$ cat src/rtl/fifo_push_arb.sv
// fifo_push_arb
// Round-robin arbiter that lets NUM_REQ requesters share one FIFO push port.
// The grant is combinational from the request vector, the FSM state and the
// registered round-robin pointer. The block holds no data: a beat moves
// straight from the granted requester to the FIFO when fifo_push_o is high.
//
// Optional feature: define FIFO_PUSH_ARB_BURST_LOCK_EN to enable burst
// locking. A beat with req_last_i low then keeps the grant on that requester
// until its last beat is accepted. Without the macro every accepted beat
// moves the round-robin pointer and req_last_i is ignored.
//
// Ports
//   clk_i         rising-edge clock
//   rst_i         asynchronous active-high reset
//   flush_i       synchronous return to the reset state
//   req_valid_i   per-requester valid            [NUM_REQ]
//   req_data_i    word i at [i*DATA_WIDTH +: DATA_WIDTH]
//   req_last_i    per-requester last beat of a burst
//   req_ready_o   per-requester ready, at most one bit set
//   fifo_full_i   downstream FIFO full
//   fifo_push_o   push strobe to the FIFO
//   fifo_data_o   data of the granted requester (0 with no grant)
//   gnt_idx_o     index of the current grant (0 with no grant)
//   gnt_valid_o   a grant exists this cycle
//
// Handshake: a beat transfers on a cycle where the requester's valid and
// ready are both high. Ready never depends on the requester's own data, and
// a requester keeps valid, data and last stable until it sees ready.

module fifo_push_arb #(
  parameter  int NUM_REQ    = 4,
  parameter  int DATA_WIDTH = 32,
  localparam int IDX_W      = (NUM_REQ > 1) ? $clog2(NUM_REQ) : 1
) (
  input  logic                          clk_i,
  input  logic                          rst_i,
  input  logic                          flush_i,
  input  logic [NUM_REQ-1:0]            req_valid_i,
  input  logic [NUM_REQ*DATA_WIDTH-1:0] req_data_i,
  input  logic [NUM_REQ-1:0]            req_last_i,
  output logic [NUM_REQ-1:0]            req_ready_o,
  input  logic                          fifo_full_i,
  output logic                          fifo_push_o,
  output logic [DATA_WIDTH-1:0]         fifo_data_o,
  output logic [IDX_W-1:0]              gnt_idx_o,
  output logic                          gnt_valid_o
);

  typedef enum logic {
    IDLE   = 1'b0,
    LOCKED = 1'b1
  } state_e;

  state_e           state_q, state_d;
  logic [IDX_W-1:0] rr_ptr_q, rr_ptr_d;
  logic [IDX_W-1:0] lock_idx_q, lock_idx_d;

  logic             gnt_valid;
  logic [IDX_W-1:0] gnt_idx;
  logic [IDX_W-1:0] rr_next;

`ifndef FIFO_PUSH_ARB_BURST_LOCK_EN
  // Last flags carry no meaning when bursts are not locked.
  logic unused_last;
  assign unused_last = ^req_last_i;
`endif

  // Grant selection. LOCKED only ever considers the locked requester, so the
  // others see ready = 0 even while that requester is idle.
  always_comb begin
    int cand;
    gnt_valid = 1'b0;
    gnt_idx   = '0;
    cand      = 0;
    if (state_q == LOCKED) begin
      if (req_valid_i[lock_idx_q]) begin
        gnt_valid = 1'b1;
        gnt_idx   = lock_idx_q;
      end
    end else begin
      // First valid requester at or after rr_ptr, wrapping modulo NUM_REQ.
      for (int i = 0; i < NUM_REQ; i++) begin
        cand = int'(rr_ptr_q) + i;
        if (cand >= NUM_REQ) cand = cand - NUM_REQ;
        if (!gnt_valid && req_valid_i[IDX_W'(cand)]) begin
          gnt_valid = 1'b1;
          gnt_idx   = IDX_W'(cand);
        end
      end
    end
  end

  always_comb begin
    req_ready_o          = '0;
    req_ready_o[gnt_idx] = gnt_valid & ~fifo_full_i;
  end

  assign fifo_push_o = req_valid_i[gnt_idx] & req_ready_o[gnt_idx];
  assign fifo_data_o = gnt_valid ? req_data_i[gnt_idx*DATA_WIDTH +: DATA_WIDTH]
                                 : '0;
  assign gnt_idx_o   = gnt_idx;
  assign gnt_valid_o = gnt_valid;

  // Pointer moves one past the requester whose arbitration just ended.
  assign rr_next = (gnt_idx == IDX_W'(NUM_REQ - 1)) ? '0 : gnt_idx + 1'b1;

  always_comb begin
    state_d    = state_q;
    rr_ptr_d   = rr_ptr_q;
    lock_idx_d = lock_idx_q;
    if (flush_i) begin
      // Flush beats a simultaneous accepted beat.
      state_d    = IDLE;
      rr_ptr_d   = '0;
      lock_idx_d = '0;
    end else if (fifo_push_o) begin
`ifdef FIFO_PUSH_ARB_BURST_LOCK_EN
      if (state_q == IDLE) begin
        if (!req_last_i[gnt_idx]) begin
          // Burst start: pointer holds until the burst finishes.
          state_d    = LOCKED;
          lock_idx_d = gnt_idx;
        end else begin
          rr_ptr_d = rr_next;
        end
      end else if (req_last_i[lock_idx_q]) begin
        state_d  = IDLE;
        rr_ptr_d = rr_next;
      end
`else
      rr_ptr_d = rr_next;
`endif
    end
  end

  always_ff @(posedge clk_i or posedge rst_i) begin
    if (rst_i) begin
      state_q    <= IDLE;
      rr_ptr_q   <= '0;
      lock_idx_q <= '0;
    end else begin
      state_q    <= state_d;
      rr_ptr_q   <= rr_ptr_d;
      lock_idx_q <= lock_idx_d;
    end
  end

endmodule

$ cat config.mk
export PLATFORM = sky130hd
export DESIGN_NAME = fifo_push_arb
export DESIGN_NICKNAME = d
export VERILOG_FILES = /design/src/rtl/fifo_push_arb.sv
export SDC_FILE = /design/constraint.sdc
export NUM_CORES = 1
export LEC_CHECK = 0
export ABC_CLOCK_PERIOD_IN_PS = 2400
export CAP_MARGIN = 25
export CORE_MARGIN = 2
export CORE_UTILIZATION = 25
export CTS_CLUSTER_DIAMETER = 200
export DETAILED_ROUTE_END_ITERATION = 10
export GPL_TIMING_DRIVEN = 0
export PLACE_DENSITY_LB_ADDON = 0.12
export SLEW_MARGIN = 15
export SYNTH_ARGS = -nofsm -noshare
export SYNTH_HDL_FRONTEND = slang
export SYNTH_SLANG_ARGS = --single-unit
$ cat constraint.sdc
create_clock -name clk_i -period 2.4 [get_ports clk_i]
set_clock_uncertainty 0.15 [all_clocks]
set_input_delay 0.24 -clock clk_i [delete_from_list [all_inputs] [get_ports clk_i]]
set_output_delay 0.24 -clock clk_i [all_outputs]
set_load 0.02 [all_outputs]
# After elaboration in Yosys (flattened, before gate mapping)

Cells that the tools add are included.

Eq/ne operators: 1
$add $sub $neg: 8
Multiplexer cells: 34
Reduce and logical (&&, ||, !) cells: 8
Shifts and indexed selects: 1
Bitwise gates (word level): 4
Order comparisons: 10

Operators with widths:

| cell                                                                          | number |
|---|---|
| 128-bit by 8-bit variable part select with 32-bit output                      | 1 |
| 32-bit two-way mux                                                            | 1 |
| 2-bit two-way mux                                                             | 11 |
| 2-bit by 4-bit less-than comparator with 1-bit output (second input constant) | 4 |
| 1-bit two-way mux                                                             | 15 |
| 1-bit binary-select mux with 2-bit select                                     | 6 |
| 3-bit >= comparator (second input constant)                                   | 3 |
| 2-bit by 1-bit subtractor with 2-bit output (second input constant)           | 4 |
| 2-bit by 2-bit adder with 3-bit output (second input constant)                | 2 |
| 4-bit AND                                                                     | 1 |
| 1-bit logical AND                                                             | 4 |
| 2-bit by 1-bit adder with 3-bit output (second input constant)                | 1 |
| 2-bit by 3-bit >= comparator with 1-bit output (second input constant)        | 1 |
| 1-bit logical NOT                                                             | 3 |
| 2-bit by 3-bit less-than comparator with 1-bit output (second input constant) | 1 |
| 2-bit by 1-bit adder with 2-bit output (second input constant)                | 1 |
| 1-bit AND                                                                     | 2 |
| 1-bit demux with 2-bit select                                                 | 1 |
| 2-bit equality test (second input constant)                                   | 1 |
| 2-bit by 1-bit >= comparator with 1-bit output (second input constant)        | 1 |
| 2-bit nonzero test                                                            | 1 |
| 1-bit NOT                                                                     | 1 |

Bits of input ports: 140
Register bits: 2
Logic and storage cells: 67

# Depth between registers and ports, before layout

Word-level depth: 25
Gate-level depth with buffers: 11

# Worst setup path before layout

No wires, ideal clock.

Path type: register -> register
Start point: register rr_ptr_q[0]
End point: register rr_ptr_q[1]
Stages on the path, launching flop included: 12
Setup time: 125 ps
Path slack: -565 ps
Arrival: 2691 ps
Path buffers: 3
Cells stage by stage: dfrtp_1 > nor2b_1 > o21ba_2 > or2_2 > clkbuf_1 > buf_2 > buf_1 > inv_1 > ha_1 > nand2_1 > o221ai_1 > mux2_2

Longest elaborated chain between the ends: 24
Elaborated cells on any way between the ends: 59
Those cells by class: add/sub (8); order compare (6); eq/ne (1); mux (33); bitwise (3); reduce/logical (8)

Ends and longest elaborated chain:

| what                                                                                                                                          | RTL line | RTL |
|---|---|---|
| start: declaration                                                                                                                            | 55       | `logic [IDX_W-1:0] rr_ptr_q, rr_ptr_d;` |
| start signal: assignment                                                                                                                      | 143      | `rr_ptr_q <= rr_ptr_d;` |
| parallel branches: the longest is 14 deep, another holds 2-bit by 1-bit adder with 3-bit output                                               | -        |  |
| 2-bit two-way mux (*)                                                                                                                         | 85       | `if (!gnt_valid && req_valid_i[IDX_W'(cand)]) begin` |
| net gnt_idx_o[1]                                                                                                                              | 45       | `output logic [IDX_W-1:0] gnt_idx_o,` |
| 2-bit by 3-bit less-than comparator with 1-bit output (not written as such) or 2-bit by 1-bit >= comparator with 1-bit output (tied branches) | 95       | `req_ready_o[gnt_idx] = gnt_valid & ~fifo_full_i;` |
| 1-bit logical AND (not written as such)                                                                                                       | 95       |  |
| 1-bit two-way mux (not written as such)                                                                                                       | 95       |  |
| 1-bit demux with 2-bit select                                                                                                                 | 95       |  |
| 4-bit AND (no source line)                                                                                                                    | -        |  |
| 1-bit binary-select mux with 2-bit select                                                                                                     | 98       | `assign fifo_push_o = req_valid_i[gnt_idx] & req_ready_o[gnt_idx];` |
| 1-bit two-way mux (not written as such)                                                                                                       | 98       |  |
| 1-bit AND (*)                                                                                                                                 | 98       |  |
| net fifo_push_o                                                                                                                               | 43       | `output logic fifo_push_o,` |
| 2-bit nonzero test (no source line) (*)                                                                                                       | -        |  |

Mark *: on every way through the listed nets, which the timed path passes. The select of a mux whose other input is x is not followed.
A chain may end at the register's enable or synchronous reset.

# Worst setup path in the final report

Start point: register rr_ptr_q[0]
End point: output fifo_push_o

Longest elaborated chain between the ends: 23
Elaborated cells on any way between the ends: 53
Those cells by class: add/sub (7); order compare (6); mux (30); bitwise (3); reduce/logical (7)

Ends and longest elaborated chain:

| what                                                                                            | RTL line |
|---|---|
| parallel branches: the longest is 22 deep, another holds 2-bit by 1-bit adder with 3-bit output | - |
| 1-bit AND (*)                                                                                   | 98 |
| end: declaration                                                                                | 43 |

Mark *: on every way between the ends. The select of a mux whose other input is x is not followed.

==> key figures <==
Cells and area
  – Share of cells above drive strength 1: 0.410
  – Reg with most FFs: rr_ptr_q
  – Max reg flops: 2
  – Final Non-Filler Cells: 468
  – Nets: 537
  – Filler Cells Inserted: 516
  – Registers with the most flip-flops: rr_ptr_q (2)
  – Diodes inserted: 0
  – Cell area after layout: 3990 sq um
  – Area growth syn-to-layout: 168%

Placed design
  – Pre-CTS setup slack: -1.24 ns
  – GP Congestion: 0.780
  – Placement Cell Area: 3540 sq um
  – Port bufs: 175
  – Placed insts: 441
  – Final HPWL DP: 6020 um

Synth
  – Yosys reg bits: 2
  – XOR/XNOR share of the synthesized area: 0
  – Number of synthesis warnings: 0
  – Post-synthesis mux area share: 0.222
  – Synth Area in Compound Gates: 0.349
  – Sequential area share after synthesis: 0.0336
  – Syn nets: 333
  – Post-synth cell types: 28
  – EDFF count, synth: 0
  – Dominant synthesized flop cell: dfrtp_1
  – Largest family of logic cells by synthesized area: compound AO/OA/AOI/OAI gates
  – Syn Inst Count: 191
  – Synthesized cell area: 1490 sq um
  – Post-Synth Adder-Cell Area: 0.0168
  – Syn avg cell area: 7.81 sq um
  – Simple-gate portion of the synthesized area: 0.215
  – Async SR Flop Fraction: 1.00

Worst setup path
  – Reg2Reg Setup Slack: -0.23 ns
  – Critical Path AT: 2.28 ns
  – CP required: 2.01 ns
  – CP max stage cell: or4_4
  – Crit start category: flip-flop
  – Max incr delay on CP: 0.56 ns
  – Max FO, Critical Path: 6
  – Crit Path Class: flip-flop to primary output
  – R2R Path End: rr_ptr_q[1]$_DFFE_PP0P_
  – Crit-path cells: nor2b_2 > or4_4 > and2_4 > buf_12 > clkinv_8 > ha_4 > o21ai_4 > o221ai_4 > buf_6
  – Reg2Reg Depth: 10
  – Worst Setup SP: rr_ptr_q[0]$_DFFE_PP0P_
  – Worst r2r src: rr_ptr_q[0]$_DFFE_PP0P_
  – Crit. End Element: primary output

Route
  – Post-DR wirelength/cell: 17.8 um
  – Vias per cell: 5.15
  – DRC viols: 0
  – Post-Route WL: 8350 um
  – Starting DRT DRC Count: 68
  – Antenna-violating nets left: 0
  – First-pass iteration count of the detailed router: 4
  – Via count: 2409

Pwr
  – Sw frac: 0.451
  – Peak supply drop: 0.365 mV
  – Internal power: 1.21 mW
  – Switching power: 0.993 mW
  – Design Power: 2.20 mW
  – Pwr/cell area: 551 nW/um^2
  – Proportion of power drawn by the clock network: 0.061
  – Combinational fraction of design power: 0.918
  – Seq pwr share: 0.022
  – LEAKAGE: 1.72 nW

STA
  – Final number of hold-violating endpoints: 0
  – Fin worst setup slack: -0.271 ns
  – Final setup fails: 37
  – Relative slew slack: 0.504
  – Fin. max-slew vios: 0
  – Final Cycle Share: 1.11
  – Actual slew at the worst max-slew pin: 0.744 ns
  – Fmax: 0.374 GHz
  – Minimum clock period: 2.67 ns
  – RSZ-0062 raised after global routing: yes

Die
  – Row count: 28
  – Die area: 6600 sq um
  – Die height: 81.2 um
  – Core box area: 5850 sq um
  – Starting density of the core: 0.255
  – DIE WIDTH: 81.2 um
  – Ports: 180

Clock tree
  – Worst skew pair latency: 0.21 ns
  – Max H-tree Level: 1
  – CTS tree: built
  – Num CTS Buffers: 3
  – Root buffer cell: clkbuf_8
  – Clock slew at reported path FFs: 0.03 ns
  – Clock buffer depth: 2
  – CTS Sinks: 2

Global route
  – Vias in the first global route: 2347
  – Gr usage total: 0.221
  – Largest net degree at the start of global routing: 11
  – Overflow after GRT: 0
  – First-pass GRT wire length: 11300 um
  – Initial antenna violation count: 0

Min path
  – Hold Crit Class: input pin to asynchronous set/reset pin

Run
  – Max Cap Violations: 0

Outcome
  – Status: finished, violations left
  – Failing checks: setup timing
[worst max-delay path: cells and delay by family (launching register included)]
kind | cells | cell delay, ns
buffers and inverters | 3 | 0.37
AOI/OAI and AO/OA | 2 | 0.28
adders and majority gates | 1 | 0.13
and+or+nand+nor | 3 | 0.89
DFF | 1 | 0.39
[layout make-up]
cell class,count,area (sq um),share of cell area
well taps,75,93.8,0.0235
flip-flops and latches,2,50.0,0.0125
clock buffers,3,41.3,0.0103
repair buffers,203,1970,0.494
plain buffers,21,210,0.0526
multi-input cells,157,1560,0.391
inverters,7,65.1,0.0163
[cell families after synthesis]
kind of cell	count (synthesis)
AND/OR/NAND/NOR	52
adder cells (fa/ha/maj)	2
buffers and inverters	33
flip-flops	2
AO/OA/AOI/OAI	69
multiplexers	33
[what timing repair did]
action / in CTS / in global routing
cloned: 6 / 0
setup buffers: 10 / 13
hold buffers: 0 / 0
gates resized for setup: 249 / 19
setup endpoints to repair: 42 / 42
pin swaps: 27 / 32
hold endpoints to repair: 0 / 0
[through the flow]
| step | utilization | setup TNS (ns) | hold slack [ns] |
|---|---|---|---|
| after floorplan | - | -1.25 | -0.169 |
| after global placement | 0.604 | -44.33 | 0.250 |
| after detailed placement | 0.604 | -44.49 | 0.262 |
| after CTS | 0.659 | -6.01 | 0.0410 |
| after global routing | 0.683 | -7.99 | 0.0580 |
| final | 0.683 | -5.52 | 0.0515 |
[cell usage after synthesis (all sizes together), types with 2 or more instances]
cell    instances  area (sq um)
clkbuf         13          48.8
ha              2          25.0
nand2           2          7.51
a211oi         65           488
inv             6          22.5
and2            2          15.0
buf            13           143
nor2b           5          31.3
nor2            5          18.8
dfrtp           2          50.1
mux2i          32           320
and3           32           200
[layer usage]
| layer | GRT usage | wire [um] | share of wire | up-vias |
|---|---|---|---|---|
| met4 | 0.0661 | 148 | 0.018 | 0 |
| met2 | 0.430 | 4380 | 0.52 | 114 |
| met3 | 0.0500 | 737 | 0.088 | 12 |
| met1 | 0.233 | 3090 | 0.37 | 1122 |
| li1 | - | - | - | 1161 |
| met5 | 0 | 0 | 0 | - |
[power by group through the flow]
stage	registers (mW)	clock network, mW	logic [mW]
after floorplan	0.0449	0	1.04
final	0.0480	0.133	2.02
after global placement	0.0474	0	1.75
after detailed placement	0.0473	0	1.76
after CTS	0.0465	0.135	1.95
after global routing	0.0485	0.139	2.12
[worst max path at each step]
| stage | to | slack (ns) | depth (start not counted) |
|---|---|---|---|
| after detailed placement | fifo_push_o | -1.24 | 11 |
| after global routing | fifo_push_o | -0.33 | 9 |
| after global placement | fifo_push_o | -1.26 | 11 |
| after floorplan | rr_ptr_q[1]$_DFFE_PP0P_ | -0.19 | 10 |
| final | fifo_push_o | -0.27 | 9 |
| after CTS | fifo_push_o | -0.25 | 10 |
[cell usage in the layout (no fill, tap or decap), types with 2 or more instances in the layout]
cell type | netlist | final
mux2i_1 | 32 | 31
dfrtp_1 | 2 | 2
clkdlybuf4s50_1 | 0 | 132
a211oi_1 | 65 | 17
clkbuf_1 | 13 | 2
ha_4 | 0 | 2
dlygate4sd2_1 | 0 | 2
a211oi_4 | 0 | 2
buf_12 | 4 | 6
clkbuf_8 | 0 | 3
clkbuf_4 | 0 | 2
clkbuf_2 | 0 | 5
buf_4 | 0 | 50
nor2_1 | 5 | 5
clkdlybuf4s15_2 | 0 | 5
nor2b_2 | 0 | 2
inv_1 | 6 | 3
buf_2 | 5 | 10
buf_16 | 0 | 5
and3_1 | 32 | 32
a211oi_2 | 0 | 46
buf_6 | 3 | 5
and2_4 | 1 | 3
nor2b_1 | 5 | 3
inv_2 | 0 | 2
No activity file was read; power rests on OpenSTA's default activity.
